==> src/rtl/serial_add_pkg.sv <==
// Shared types and sizing helpers for the bit-serial adder controller.
package serial_add_pkg;

    typedef enum logic [1:0] {
        IDLE = 2'd0,
        RUN  = 2'd1,
        DONE = 2'd2
    } state_t;

    // Bit counter width: clog2(width), never narrower than one bit.
    function automatic int cnt_width(input int width);
        return (width <= 1) ? 1 : $clog2(width);
    endfunction

endpackage

==> src/rtl/full_adder_cell.sv <==
// Single-bit full adder: the only arithmetic cell the serial controller uses.
module full_adder_cell (
    input  logic a,
    input  logic b,
    input  logic cin,
    output logic s,
    output logic co
);

    assign s  = a ^ b ^ cin;
    assign co = (a & b) | (a & cin) | (b & cin);

endmodule

==> src/rtl/serial_add_ctrl.sv <==
// Bit-serial adder controller: one full_adder_cell sequenced LSB-first over WIDTH bits.
// Optional subtract mode and signed-overflow flag are built with SERIAL_ADD_SUB_EN.
module serial_add_ctrl
    import serial_add_pkg::*;
#(
    parameter int WIDTH = 8
) (
    input  logic             clk,
    input  logic             rst,
    input  logic             start,
    input  logic [WIDTH-1:0] a,
    input  logic [WIDTH-1:0] b,
    input  logic             cin,
`ifdef SERIAL_ADD_SUB_EN
    input  logic             sub,
    output logic             ovf,
`endif
    output logic             ready,
    output logic             busy,
    output logic             done,
    output logic [WIDTH-1:0] sum,
    output logic             cout
);

    localparam int               CNT_W = cnt_width(WIDTH);
    localparam logic [CNT_W-1:0] LAST  = CNT_W'(WIDTH - 1);

    state_t           state, state_nxt;
    logic [WIDTH-1:0] a_sr, b_sr, sum_q, sum_shift, b_load;
    logic [CNT_W-1:0] cnt;
    logic             carry, carry_load, cout_q;
    logic             fa_s, fa_co, last;

    full_adder_cell u_fa (
        .a   (a_sr[0]),
        .b   (b_sr[0]),
        .cin (carry),
        .s   (fa_s),
        .co  (fa_co)
    );

`ifdef SERIAL_ADD_SUB_EN
    logic a_msb, b_msb, ovf_q;

    // Subtraction is A + ~B + 1, so the carry flop seeds with 1 and cin is ignored.
    assign b_load     = sub ? ~b : b;
    assign carry_load = sub ? 1'b1 : cin;
    assign ovf        = ovf_q;
`else
    assign b_load     = b;
    assign carry_load = cin;
`endif

    assign last = (cnt == LAST);

    always_comb begin
        sum_shift            = sum_q >> 1;
        sum_shift[WIDTH-1]   = fa_s;
    end

    always_comb begin
        state_nxt = state;
        case (state)
            IDLE:    if (start) state_nxt = RUN;
            RUN:     if (last)  state_nxt = DONE;
            DONE:    state_nxt = IDLE;
            default: state_nxt = IDLE;
        endcase
    end

    always_ff @(posedge clk or posedge rst) begin
        if (rst) state <= IDLE;
        else     state <= state_nxt;
    end

    // Operand shifters, carry, counter and result; counter stops at LAST so it never wraps.
    always_ff @(posedge clk or posedge rst) begin
        if (rst) begin
            a_sr   <= '0;
            b_sr   <= '0;
            sum_q  <= '0;
            carry  <= 1'b0;
            cout_q <= 1'b0;
            cnt    <= '0;
`ifdef SERIAL_ADD_SUB_EN
            a_msb  <= 1'b0;
            b_msb  <= 1'b0;
            ovf_q  <= 1'b0;
`endif
        end else begin
            case (state)
                IDLE: begin
                    if (start) begin
                        a_sr  <= a;
                        b_sr  <= b_load;
                        carry <= carry_load;
                        cnt   <= '0;
`ifdef SERIAL_ADD_SUB_EN
                        a_msb <= a[WIDTH-1];
                        b_msb <= b_load[WIDTH-1];
`endif
                    end
                end
                RUN: begin
                    sum_q <= sum_shift;
                    a_sr  <= a_sr >> 1;
                    b_sr  <= b_sr >> 1;
                    carry <= fa_co;
                    if (last) begin
                        cout_q <= fa_co;
`ifdef SERIAL_ADD_SUB_EN
                        ovf_q  <= (a_msb == b_msb) && (fa_s != a_msb);
`endif
                    end else begin
                        cnt <= cnt + CNT_W'(1);
                    end
                end
                default: ;
            endcase
        end
    end

    assign ready = (state == IDLE);
    assign busy  = (state == RUN);
    assign done  = (state == DONE);
    assign sum   = sum_q;
    assign cout  = cout_q;

endmodule

==> config.mk <==
export PLATFORM = sky130hd
export DESIGN_NAME = serial_add_ctrl
export DESIGN_NICKNAME = d
export VERILOG_FILES = /design/src/rtl/serial_add_pkg.sv /design/src/rtl/full_adder_cell.sv /design/src/rtl/serial_add_ctrl.sv
export SDC_FILE = /design/constraint.sdc
export NUM_CORES = 1
export LEC_CHECK = 0
export ABC_AREA = 1
export CORE_MARGIN = 4
export CORE_UTILIZATION = 50
export CTS_CLUSTER_DIAMETER = 80
export CTS_CLUSTER_SIZE = 12
export DETAILED_ROUTE_END_ITERATION = 10
export PLACE_DENSITY = 0.87
export RECOVER_POWER = 25
export SYNTH_ARGS = -nofsm -noshare
export SYNTH_HDL_FRONTEND = slang
export SYNTH_SLANG_ARGS = --single-unit
==> constraint.sdc <==
create_clock -name clk -period 1.7 [get_ports clk]
set_input_delay 0.51 -clock clk [delete_from_list [all_inputs] [get_ports clk]]
set_output_delay 0.51 -clock clk [all_outputs]
set_load 0.05 [all_outputs]
### Word-level counts from Yosys, hierarchy flattened

Cells that the tools add are included.

* add/sub/neg operators: 1
* equal/unequal tests: 6
* multiplexer cells: 12
* bitwise gates (word level): 7
* reduce and logical (&&, ||, !) cells: 6

Operators with widths (count)
* $pmux W8 S2: 2
* $mux W8: 2
* $mux W3: 2
* $pmux W3 S2: 1
* $reduce_and A2 Y1: 3
* $mux W2: 2
* $ne A2 B2 Y1 const B: 2
* $pmux W2 S2: 1
* $add A3 B1 Y3 const B: 1
* $and A1 B1 Y1: 3
* $eq A3 B3 Y1 const B: 1
* $reduce_and A3 Y1: 1
* $eq A2 B1 Y1 const B: 1
* $eq A2 B2 Y1 const B: 1
* $logic_not A2 Y1: 1
* $ne A2 B1 Y1 const B: 1
* $or A1 B1 Y1: 2
* $pmux W1 S2: 1
* $reduce_bool A2 Y1: 1
* $xor A1 B1 Y1: 2
* $mux W1: 1

* register bits: 31
* input bits: 20
* output and inout bits: 12
* word-level logic and storage cells: 39

### Depth between registers and ports, before layout

Gate-level depths: netlist (run 1).

* depth in word-level cells: 4
* mapped depth: 7

### By module

From an unflattened synthesis (run 1), not the netlist that was laid out.

* cells, all modules: 188
* area, all modules: 1502.7 µm²

By module, submodules not included
* serial_add_ctrl: instances 1, cells each 187, area an instance 1482.7 µm², sequential area each 775.7 µm²
* full_adder_cell: instances 1, cells each 1, area an instance 20.0 µm², sequential area each 0.0 µm²

### Worst setup path after synthesis (run 1)

Ideal clock, no wire load.

* path kind: register to output
* start: register state[1]
* end: output done
* data arrival time: 1.405 ns
* data required time: 1.190 ns
* setup slack: -0.215 ns
* stages on the path, launching flop included: 5
* cell sequence: dfrtp_1 > inv_2 > buf_6 > buf_6 > nor2_1

* cells in the longest elaborated chain, start to end: 1

RTL lines
* start: declaration: line serial_add_ctrl.sv:28 `state_t state, state_nxt;`
* start signal: assignment: line serial_add_ctrl.sv:73 `else state <= state_nxt;`
* $eq A2 B2 Y1: line serial_add_ctrl.sv:125 `assign done = (state == DONE);`
* end: declaration: line serial_add_ctrl.sv:20 `output logic done,`

No other way between the ends.

### Final worst setup path (run 1)

* start: register state[0]
* end: output ready

* cells in the longest elaborated chain, start to end: 1

RTL lines
* $logic_not A2 Y1: line serial_add_ctrl.sv:123 `assign ready = (state == IDLE);`
* end: declaration: line serial_add_ctrl.sv:18 `output logic ready,`

No other way between the ends.

==> results of run 1 <==
==> routing by layer <==
layer,GRT usage,vias up
met1,0.205,606
met3,0.0558,6
li1,-,660
met2,0.289,38
met5,0,-
met4,0.0882,0
==> final timing paths <==
kind	cells past startpoint	slack, ns	end	startpoint
setup / recovery	2	0.04	ready	state[0]
hold / removal	2	0.49	b_sr[7]	b_sr[7]
setup reg to reg	6	0.35	a_sr[5]	state[0]
hold reg to reg	2	0.49	b_sr[7]	b_sr[7]
max in group asynchronous	3	0.34	state[0]	rst
min in group asynchronous	3	0.84	sum[3]	rst
==> metrics by stage <==
stage	util	power, mW
2_1_floorplan	-	2.66
3_3_place_gp	0.699	3.45
3_5_place_dp	0.699	3.53
4_1_cts	0.716	3.91
5_1_grt	0.714	4.18
6_report	0.714	3.89
==> synth_stat cells, drive strengths merged <==
| master | n | area [sq um] |
|---|---|---|
| nand4 | 3 | 18.8 |
| ha | 2 | 25.0 |
| nand3 | 20 | 100 |
| dfrtp | 31 | 776 |
| inv | 6 | 22.5 |
| buf | 8 | 60.1 |
| o21ai | 2 | 21.3 |
| nand2 | 112 | 423 |
| nor2 | 4 | 25.0 |
| fa | 1 | 20.0 |
==> sequential cells by signal, summed over array words and instances (netlist names) <==
name and count:
cnt 3, carry 1, state 2, cout 1, sum 8, a_sr 8, b_sr 8
==> cells by family after synthesis <==
family / count (synthesis) / synth area share
buffers and inverters: 14 / 0.0554
DFF: 31 / 0.520
AOI/OAI and AO/OA: 2 / 0.0143
adders and majority gates: 3 / 0.0302
and+or+nand+nor: 139 / 0.380
==> repair_timing <==
action                     4_1_cts  5_1_grt
pin swaps                        0        0
setup endpoints to repair        3        2
buffers inserted                 0        1
cloned                           0        0
resized for setup                3        0
==> area by class of cell <==
type / instances / area [sq um] / area share
multi-input combinational: 144 / 641 / 0.320
sequential: 31 / 778 / 0.389
tap: 31 / 38.8 / 0.0194
clock buffer: 6 / 41.3 / 0.0206
timing repair buffer: 38 / 480 / 0.240
inverter: 6 / 22.5 / 0.0113
==> placed cells by master, fill, tap and decap left out, drive strengths merged <==
| cell | n |
|---|---|
| nand2 | 112 |
| dfrtp | 31 |
| nand3 | 20 |
| clkdlybuf4s50 | 18 |
| buf | 18 |
| clkbuf | 7 |
| inv | 6 |
| nor2 | 4 |
| nand4 | 3 |
| ha | 2 |
| o21ai | 2 |
| fa | 1 |
| dlygate4sd3 | 1 |
==> power by group through the flow <==
| stage | Sequential [mW] | Clock, mW | Combinational, mW |
|---|---|---|---|
| CTS | 1.35 | 0.381 | 2.18 |
| global placement | 1.33 | 0 | 2.11 |
| detailed placement | 1.35 | 0 | 2.18 |
| floorplan | 1.57 | 0 | 1.09 |
| finish | 1.35 | 0.367 | 2.18 |
| global route | 1.39 | 0.404 | 2.38 |
==> critical path, stage by stage, from the launching register on <==
cell and delay (ns):
dfrtp_2 0.48, nor2_4 0.19, buf_12 0.15
==> reports/metrics.cfg, run 1 <==
[run_status]
status=finished, final reports clean

[placement]
hpwl_microns=2270
port_buffers=31
place_congestion=0.795
placed_cells=249
dpl_cell_area_sq_um=1960
place_ws_ns=0.0578

[die]
die_w_microns=62.6
chipHeight_microns=62.6
core_area_sq_um=2810
die_area_sq_um=3920
rows=19
start_util=0.532
ios=32

[worst_setup_path]
path_max_fanout=6
end_kind=output pin
worstSetupPathType=flip-flop to output pin
cp-start-kind=flip-flop
arrival_ns=1.15
required_ns=1.19

[drt]
drcViolationCount=0
vias=1310
drt_wl_total_microns=3190
drtIter0Drc=49
wl_met2_microns=1570
postRouteAntennaNets=0
top_layer_used=met4
routedWlPerCell_microns=12.5
vias_per_cell=5.12
wl_met1_microns=1360
dr.pass1.iters=4
met3_length_microns=203

[power]
p_seq_frac=0.346
switchingPower_mw=1.75
swShare=0.450
p_leak_nw=1.07
combPwrFrac=0.560
powerDensity_nw_per_um2=1940
intPower_mw=2.14
ir_worst_vdd_v=0.00106
power.share.clock=0.094

[timing]
layout_setup_ws_ns=0.0374
rsz0062_at_grt=true
min_period_ns=1.66
finalSetupViolations=0
hold_viol=0
hold_slack_ns=0.485
maxSlewHeadroom=0.508
clock_skew_ns=0.00565
fin_crit_sh=0.978
worst_pin_slew_ns=0.738
drv_slew=0
finalSetupTns_ns=0
clock.fmax_ghz=0.601

[yosys]
synth_seq_cells=31
avgSynthCellArea_sq_um=7.89
synth.distinct_cells=17
yosysSeqAreaShare=0.520
yosys_warnings=0
syn_area_sq_um=1490
syn_inst=189
syn_nets=212

[clock_network]
cts_made_buffers=5
hold_buffers=0
path_clk_slew_ns=0.08
cts_root_buffer=clkbuf_4
cts-htree-levels=2
cts_tree=built
cts_buffer_depth=2
clk_latency_ns=0.32
cts_sinks=31

[layout]
area_growth_pct=34.2
n_antenna_cell=0
fill_cells=220
drive_above_1_share=0.151
nets=249
fin_area_sq_um=2000
fin_cells=256

[flow_run]
maxCapViolations=0

[global_routing]
grt_overflow=0
track_usage=0.175
grt_pass1_wl_microns=5480
grt_pass1_vias=1231
grt_max_degree=32
antenna_found_initial=0

[min_path]
min_path_type=flip-flop to flip-flop

No activity file was read; power rests on OpenSTA's default activity.
==> run 2: changes to the inputs <==
- CAP_MARGIN: not set -> 20
- MAX_ROUTING_LAYER: not set -> met4
==> run 2 against run 1 <==
  * Clock-buffer cell count stayed put
  * Hold slack better by 0.0012 ns
  * Sequential power hardly changed
  * Utilization did not move
  * Register-to-register slack about the same
  * Global-route usage rose by 0.50 points
  * Clock power about the same
  * Die area is the same
  * Routed wire length up 1.1%
==> reports/metrics.cfg, run 2 (synthesis results as in run 1) <==
[run_status]
status=finished, final reports clean

[worst_setup_path]
required_ns=1.19  ; about the same
arrival_ns=1.16  ; about the same
cp-start-kind=flip-flop
cp_num_buf_inv=1  ; unchanged
path_max_fanout=6  ; unchanged
max_stage_delay_ns=0.48  ; about the same
worstSetupPathType=flip-flop to output pin
slowest_stage=dfrtp_2
cp_cell_sequence=nor2_4 -> buf_12
end_kind=output pin
crit_family=flip-flops

[drt]
dr.pass1.iters=4  ; unchanged
drtIter0Drc=50  ; +2.0%
drt_wl_total_microns=3230  ; +1.1%
routedWlPerCell_microns=12.6  ; +1.1%
postRouteAntennaNets=0  ; unchanged
drcViolationCount=0  ; unchanged
vias=1300  ; -0.76%
vias_per_cell=5.08  ; -0.76%

[global_routing]
met1_usage=0.205  ; unchanged
gr-usage-met2=0.289  ; unchanged
busiest_layer=met2
track_usage=0.180  ; +0.00499
grt_pass1_vias=1232  ; +0.081%
grt.met3_usage=0.0558  ; unchanged
grt_pass1_wl_microns=5470  ; -0.13%
antenna_found_initial=0  ; unchanged
grt_max_degree=32  ; unchanged
grt_overflow=0  ; unchanged

[clock_network]
hold_buffers=0  ; unchanged
cts-htree-levels=2  ; unchanged
cts_tree=built
cts_sinks=31  ; unchanged
path_clk_slew_ns=0.08  ; about the same
cts_buffer_depth=2  ; unchanged
clk_latency_ns=0.33  ; about the same
cts_made_buffers=5  ; unchanged
cts_root_buffer=clkbuf_4

[flow_run]
maxCapViolations=0  ; unchanged

[die]
core_area_sq_um=2810  ; unchanged
ios=32  ; unchanged
rows=19  ; unchanged
chipHeight_microns=62.6  ; unchanged
die_area_sq_um=3920  ; unchanged
start_util=0.532  ; unchanged
die_w_microns=62.6  ; unchanged

[timing]
clock.fmax_ghz=0.599  ; -0.40%
hold_viol=0  ; unchanged
drv_slew=0  ; unchanged
fin_crit_sh=0.982  ; +0.00397
worst_pin_slew_ns=0.746  ; +0.00794 ns
maxSlewHeadroom=0.503  ; -0.00530
clock_skew_ns=0.00448  ; -0.00117 ns
rsz0062_at_grt=true
finalSetupViolations=0  ; unchanged
min_period_ns=1.67  ; +0.00676 ns

[layout]
final_cell_mix=nand2_1 (111), dfrtp_1 (29), nand3_1 (20)
final_common_cell=nand2_1
fin_cells=256  ; unchanged
area_growth_pct=34.2  ; unchanged
n_antenna_cell=0  ; unchanged
drive_above_1_share=0.151  ; unchanged
fin_area_sq_um=2000  ; unchanged
fill_cells=220  ; unchanged
nets=249  ; unchanged

[placement]
place_congestion=0.806  ; +1.4%
hpwl_microns=2270  ; unchanged
dpl_cell_area_sq_um=1960  ; unchanged
port_buffers=31  ; unchanged
placed_cells=249  ; unchanged

[power]
ir_worst_vdd_v=0.00106  ; +0.40%
power_mw=3.90  ; +0.14%
powerDensity_nw_per_um2=1950  ; +0.14%
intPower_mw=2.14  ; about the same
combPwrFrac=0.560  ; about the same
p_seq_frac=0.345  ; about the same
switchingPower_mw=1.76  ; +0.33%
p_leak_nw=1.07  ; unchanged
power.share.clock=0.095  ; about the same
swShare=0.451  ; +0.000840

[min_path]
min_path_type=flip-flop to flip-flop

==> run 2: cell counts in the layout (fill, tap and decap cells not counted) <==
Identical to the previous run, type by type.
==> run 2: metrics by stage <==
stage | setup WS (ns) | setup TNS (ns) | hold slack (ns) | util
final | 0.0307 | 0 | 0.487 | 0.714
after floorplan | 0.0198 | 0 | 0.443 | -
after global routing | -0.0177 | -0.0242 | 0.509 | 0.714
after global placement | 0.105 | 0 | 0.464 | 0.699
after detailed placement | 0.0578 | 0 | 0.466 | 0.699
after CTS | 0.0220 | 0 | 0.486 | 0.716
==> run 2: area by class of cell <==
type	instances	area (sq um)	share of cell area
clock buffers	6	41.3	0.0206
repair buffers	38	480	0.240
well taps	31	38.8	0.0194
inverters	6	22.5	0.0113
multi-input cells	144	641	0.320
flip-flops and latches	31	778	0.389
==> run 2: metal layers <==
metal,vias to the layer above,part of all wire
li1,660,-
met1,598,0.45
met2,35,0.48
met3,7,0.055
met4,0,0.018
met5,-,0
==> run 2: power by group through the flow <==
stage	clock (mW)	sequential (mW)	combinational, mW
after detailed placement	0	1.35	2.18
after global routing	0.404	1.39	2.38
after CTS	0.381	1.35	2.18
after floorplan	0	1.57	1.09
after global placement	0	1.33	2.11
final	0.369	1.35	2.18
==> run 2: worst paths after layout <==
kind                            cells after the start        to  slack, ns     start
worst min-delay path                                2   b_sr[7]       0.49   b_sr[7]
worst max-delay path                                2     ready       0.03  state[0]
min in group asynchronous                           3    sum[3]       0.84       rst
worst max register to register                      6   a_sr[5]       0.34  state[0]
max in group asynchronous                           3  state[1]       0.34       rst
worst min register to register                      2   b_sr[7]       0.49   b_sr[7]
==> run 2: repair_timing <==
item | 4_1_cts | 5_1_grt
setup buffers | 0 | 1
setup endpoints to repair | 3 | 2
pin swaps | 0 | 0
gates resized for setup | 3 | 0
==> run 2: worst reg2reg max path: stages, from the launching register on <==
cell     delay [ns]
dfrtp_2        0.48
buf_4          0.17
nand2_2        0.34
nand2_1        0.11
nand2_1        0.09
nand2_1        0.05
nand2_1        0.06
==> patch 1, RTL diff (flow settings as in run 1) <==
Change the parameter `WIDTH` from 8 to 7.
--- a/src/rtl/serial_add_ctrl.sv
+++ b/src/rtl/serial_add_ctrl.sv
@@ -3,7 +3,7 @@
 module serial_add_ctrl
     import serial_add_pkg::*;
 #(
-    parameter int WIDTH = 8
+    parameter int WIDTH = 7
 ) (
     input  logic             clk,
     input  logic             rst,
Ports: changed (resized a, b and sum); port bits go from 32 to 29. No check against the original RTL was run, so the function may have changed too.
==> patch 1 against run 1 <==
Cell area decreased by 9.4%. First-iteration DRC count decreased by 20%. Die area decreased by 6.5%. Total power decreased by 14%. Routed wire length decreased by 15%. Clock power decreased by 28%. Setup slack got worse by 25 ps. Via count decreased by 12%. Synthesized area decreased by 7.5%. Sequential cell count decreased by 3.
==> patch 1: results <==
set metrics [dict create \
    htree_levels 1 \
    track_usage 0.1716 \
    antenna_found_initial 0 \
    drtIter0Drc 39 \
    synth-warning-count 0 \
    synth-adder-area-share 0.03264 \
    wire_per_inst_microns 11.24 \
    grt_max_degree 29 \
    synth-xor-area-share 0 \
    critPathMaxFanout 3 \
    synth_cell_types 15 \
    final_nets 234 \
    dp_hpwl_microns 1971 \
    syn_nets 202 \
    hold_class "register to register" \
    fin_skew_ps 4.655 \
    synthFlopType "dfrtp_1" \
    via_per_inst 4.780 \
    preCtsSetupSlack_ps 63.14 \
    vias 1152 \
    cts_buffers 3 \
    clk_pin_slew_ps 140 \
    io_buffers 28 \
    status "completed" \
    placedCellCount 238 \
    clock-root-buffer "clkbuf_4" \
    arrival_ps 1180 \
    ys_seq_area_frac 0.5077 \
    synth_area_leaders "dfrtp_1 (51%), nand2_1 (33%), buf_6 (3.3%)" \
    antenna_cells 0 \
    p_int_w 0.001831 \
    ys_top_cells_by_count "nand2_1 (121), dfrtp_1 (28), inv_1 (7), buf_6 (4), nor2_1 (4)" \
    grt_pass1_wl_microns 4733 \
    min_path_cells 2 \
    tightestPinTransition_ps 683.1 \
    async_flop_share 1.000 \
    insertion_delay_ps 320 \
    grt_pass1_vias 1148 \
    irDropWorstVdd_mv 1.529 \
    synth.mux.area_fraction 0 \
    clockBufferDepth 2 \
    first_pass_iters 4 \
    syn_inst 181 \
    gp_congestion 0.7645 \
    drive_gt1_frac 0.1469 \
    p_leak_nw 1.017 \
    synth-compound-area-share 0 \
]
-- patch 1: cell count changes in the layout (fill, tap and decap cells not counted), sizes merged, moves of 2 or more --
cell / delta
dfrtp: -3
inv: +4
buf: -3
clkbuf: -3
nand3: -17
nand4: -3
nand2: +14
clkdlybuf4s50: -2
o21ai: -2
-- patch 1: timing repair --
item | in CTS | in global routing
setup buffers | 0 | 0
endpoints found under the hold margin | 0 | 0
resized for setup | 0 | 3
setup endpoints to repair | 2 | 3
-- patch 1: final timing paths --
path / start / endpoint / slack (ps)
worst max-delay path: state[1]$_DFFE_PP0P_ / done / 10
worst min-delay path: a_sr[6]$_DFFE_PP0P_ / a_sr[6]$_DFFE_PP0P_ / 500
worst max register to register: state[1]$_DFFE_PP0P_ / b_sr[0]$_DFFE_PP0P_ / 360
worst min register to register: a_sr[6]$_DFFE_PP0P_ / a_sr[6]$_DFFE_PP0P_ / 500
max in group asynchronous: rst / state[0]$_DFFE_PP0P_ / 440
min in group asynchronous: rst / state[1]$_DFFE_PP0P_ / 790
-- patch 1: layout make-up --
| type | count | area [sq um] |
|---|---|---|
| inverters | 10 | 40.04 |
| repair buffers | 33 | 425.4 |
| flip-flops and latches | 28 | 701.9 |
| well taps | 30 | 37.54 |
| multi-input cells | 137 | 586.8 |
| clock buffers | 3 | 22.52 |
| fillers | 187 | 730.7 |
-- patch 1: power groups by stage --
stage	Combinational [W]	Sequential [W]	Clock [W]
3_5_place_dp	0.00190	0.00121	0
4_1_cts	0.00190	0.00120	0.000269
2_1_floorplan	0.000972	0.00142	0
3_3_place_gp	0.00186	0.00120	0
6_report	0.00189	0.00120	0.000264
5_1_grt	0.00210	0.00125	0.000298
-- patch 1: through the flow --
| stage | utilization | power (W) | cell area, sq um |
|---|---|---|---|
| after CTS | 0.7114 | 0.003371 | 1810 |
| after detailed placement | 0.7026 | 0.003107 | 1788 |
| final | 0.7129 | 0.003358 | 1814 |
| after global routing | 0.7129 | 0.003649 | 1814 |
| after floorplan | - | 0.002394 | 1380 |
| after global placement | 0.7026 | 0.003056 | 1788 |
-- patch 1: per-layer routing --
| layer | share of wire | global-route usage |
|---|---|---|
| met1 | 0.43 | 0.2173 |
| met2 | 0.51 | 0.3025 |
| met3 | 0.058 | 0.03830 |
| met4 | 0.0063 | 0.03715 |
| met5 | 0 | 0 |
-- patch 1: cells by family (layout without fill, tap and decap cells) --
kind of cell | count (synthesis) | in the layout
and+or+nand+nor | 134 | 134
buffers and inverters | 16 | 46
adders and majority gates | 3 | 3
DFF | 28 | 28
-- patch 1: critical path: stages (launching register included) --
cell	delay (ps)
dfrtp_1	460
inv_2	100
nor2_2	150
buf_12	150
==> patch 2, RTL diff (flow settings as in run 1) <==
Without the edit above. The 3 states of `state_t` get a one-hot encoding in 3 bits.
--- a/src/rtl/serial_add_pkg.sv
+++ b/src/rtl/serial_add_pkg.sv
@@ -1,10 +1,10 @@
 // Shared types and sizing helpers for the bit-serial adder controller.
 package serial_add_pkg;
 
-    typedef enum logic [1:0] {
-        IDLE = 2'd0,
-        RUN  = 2'd1,
-        DONE = 2'd2
+    typedef enum logic [2:0] {
+        IDLE = 3'b001,
+        RUN  = 3'b010,
+        DONE = 3'b100
     } state_t;
 
     // Bit counter width: clog2(width), never narrower than one bit.
Formal check against the unedited RTL: no difference found for any inputs over 10 cycles, from zero or initial values and one cycle with rst high; not proved beyond that.
==> patch 2 against run 1 <==
Synthesized area rose by 6.9%. Setup slack worse by 85 ps. Sequential cell count rose by 1. Clock skew is 12 ps higher. The flow now finishes with violations (setup timing). Total power decreased by 1.3%. Count of clock-buffer cells in the layout increased by 1. First-iteration DRC count grew to 3.2 times the old value. Routed wire length up 19%. Largest power group unchanged. Cell area increased by 10%. Synthesized cell count rose by 4.8%.
==> patch 2: results <==
set metrics [dict create \
    grt_pass1_wl_microns 6410 \
    drive_gt1_frac 0.1860 \
    ys_top_cells_by_count "nand2_1 (94), dfrtp_1 (31), nand3_1 (23), nand4_1 (16)" \
    track_usage 0.2051 \
    stdcell_count 286 \
    syn_inst 198 \
    violations "setup timing" \
    p_leak_nw 1.165 \
    final_nets 264 \
    critPathMaxFanout 3 \
    fin_ws_ps -48.07 \
    gr-usage-met3 0.06932 \
    nFillCells 213 \
    wl_met2_microns 1859 \
    status "finished with violations" \
    r2r_setup_slack_ps 110 \
    syn_nets 221 \
    synth_cell_types 19 \
    vias 1467 \
    setup_viol 3 \
    use_met2 0.3209 \
    ys_seq_area_frac 0.5031 \
    arrival_ps 1240 \
    placed_area_sq_um 2091 \
    drtIter0Drc 159 \
    grt_max_degree 46 \
]
[patch 2: cell types whose count changed in the layout (fill, tap and decap cells not counted), sizes merged]
cell	change
nand2	-17
nand4	+14
buf	+9
inv	+4
nand3	+4
clkbuf	+2
nor2	-2
clkinv	+1
dfstp	+1
nand3b	+1
nor3	+1
o21ai	-1
[patch 2: worst max-delay path: stages, from the launching register on]
cell and delay [ps]:
dfstp_2 590, inv_2 60, nand3_4 70, inv_4 40, buf_12 140
[patch 2: per-stage QoR]
step	worst slack, ps	total power (W)	setup TNS (ps)	util	hold WS [ps]
2_1_floorplan	36.42	0.002516	0	-	475.3
3_3_place_gp	58.63	0.003183	0	0.6848	489.8
3_5_place_dp	15.17	0.003249	0	0.6848	496.2
4_1_cts	-38.47	0.003791	-106.2	0.7234	388.1
5_1_grt	-102.0	0.004108	-289.1	0.7246	531.9
6_report	-48.07	0.003842	-136.0	0.7246	523.2
[patch 2: how the worst min path moves through the flow]
stage,to,slack [ps],depth (start not counted),from
floorplan,cnt[1]$_DFFE_PP0P_,480,2,cnt[1]$_DFFE_PP0P_
global placement,a_sr[5]$_DFFE_PP0P_,490,2,a_sr[5]$_DFFE_PP0P_
detailed placement,b_sr[3]$_DFFE_PP0P_,500,2,b_sr[3]$_DFFE_PP0P_
CTS,a_sr[1]$_DFFE_PP0P_,390,2,rst
global route,a_sr[1]$_DFFE_PP0P_,530,2,rst
finish,b_sr[4]$_DFFE_PP0P_,520,2,b_sr[4]$_DFFE_PP0P_
[patch 2: repair_timing]
action | 4_1_cts | 5_1_grt
hold buffers | 0 | 0
pin swaps | 2 | 0
buffers inserted | 7 | 1
setup endpoints to repair | 3 | 3
gates resized for setup | 6 | 2
endpoints found under the hold margin | 0 | 0
[patch 2: final cells by class]
| cell class | instances | area (sq um) | area share |
|---|---|---|---|
| tap | 44 | 55.05 | 0.02489 |
| sequential | 32 | 803.3 | 0.3631 |
| multi-input combinational | 144 | 690.7 | 0.3122 |
| inverter | 10 | 42.54 | 0.01923 |
| timing repair buffer | 48 | 570.5 | 0.2579 |
| clock buffer | 7 | 45.04 | 0.02036 |
| clock inverter | 1 | 5.005 | 0.002262 |
[patch 2: kinds of logic (layout without fill, tap and decap cells)]
kind of cell	Yosys count	after routing
buf+inv	22	66
fa+ha+maj	3	3
compound gates	1	1
simple gates	140	140
flops	32	32
[patch 2: report_power, final]
group / total (W) / switching [W] / internal (W)
clock network: 0.000412 / 0.000252 / 0.000161
logic: 0.00208 / 0.00118 / 0.000903
registers: 0.00135 / 0.000262 / 0.00108
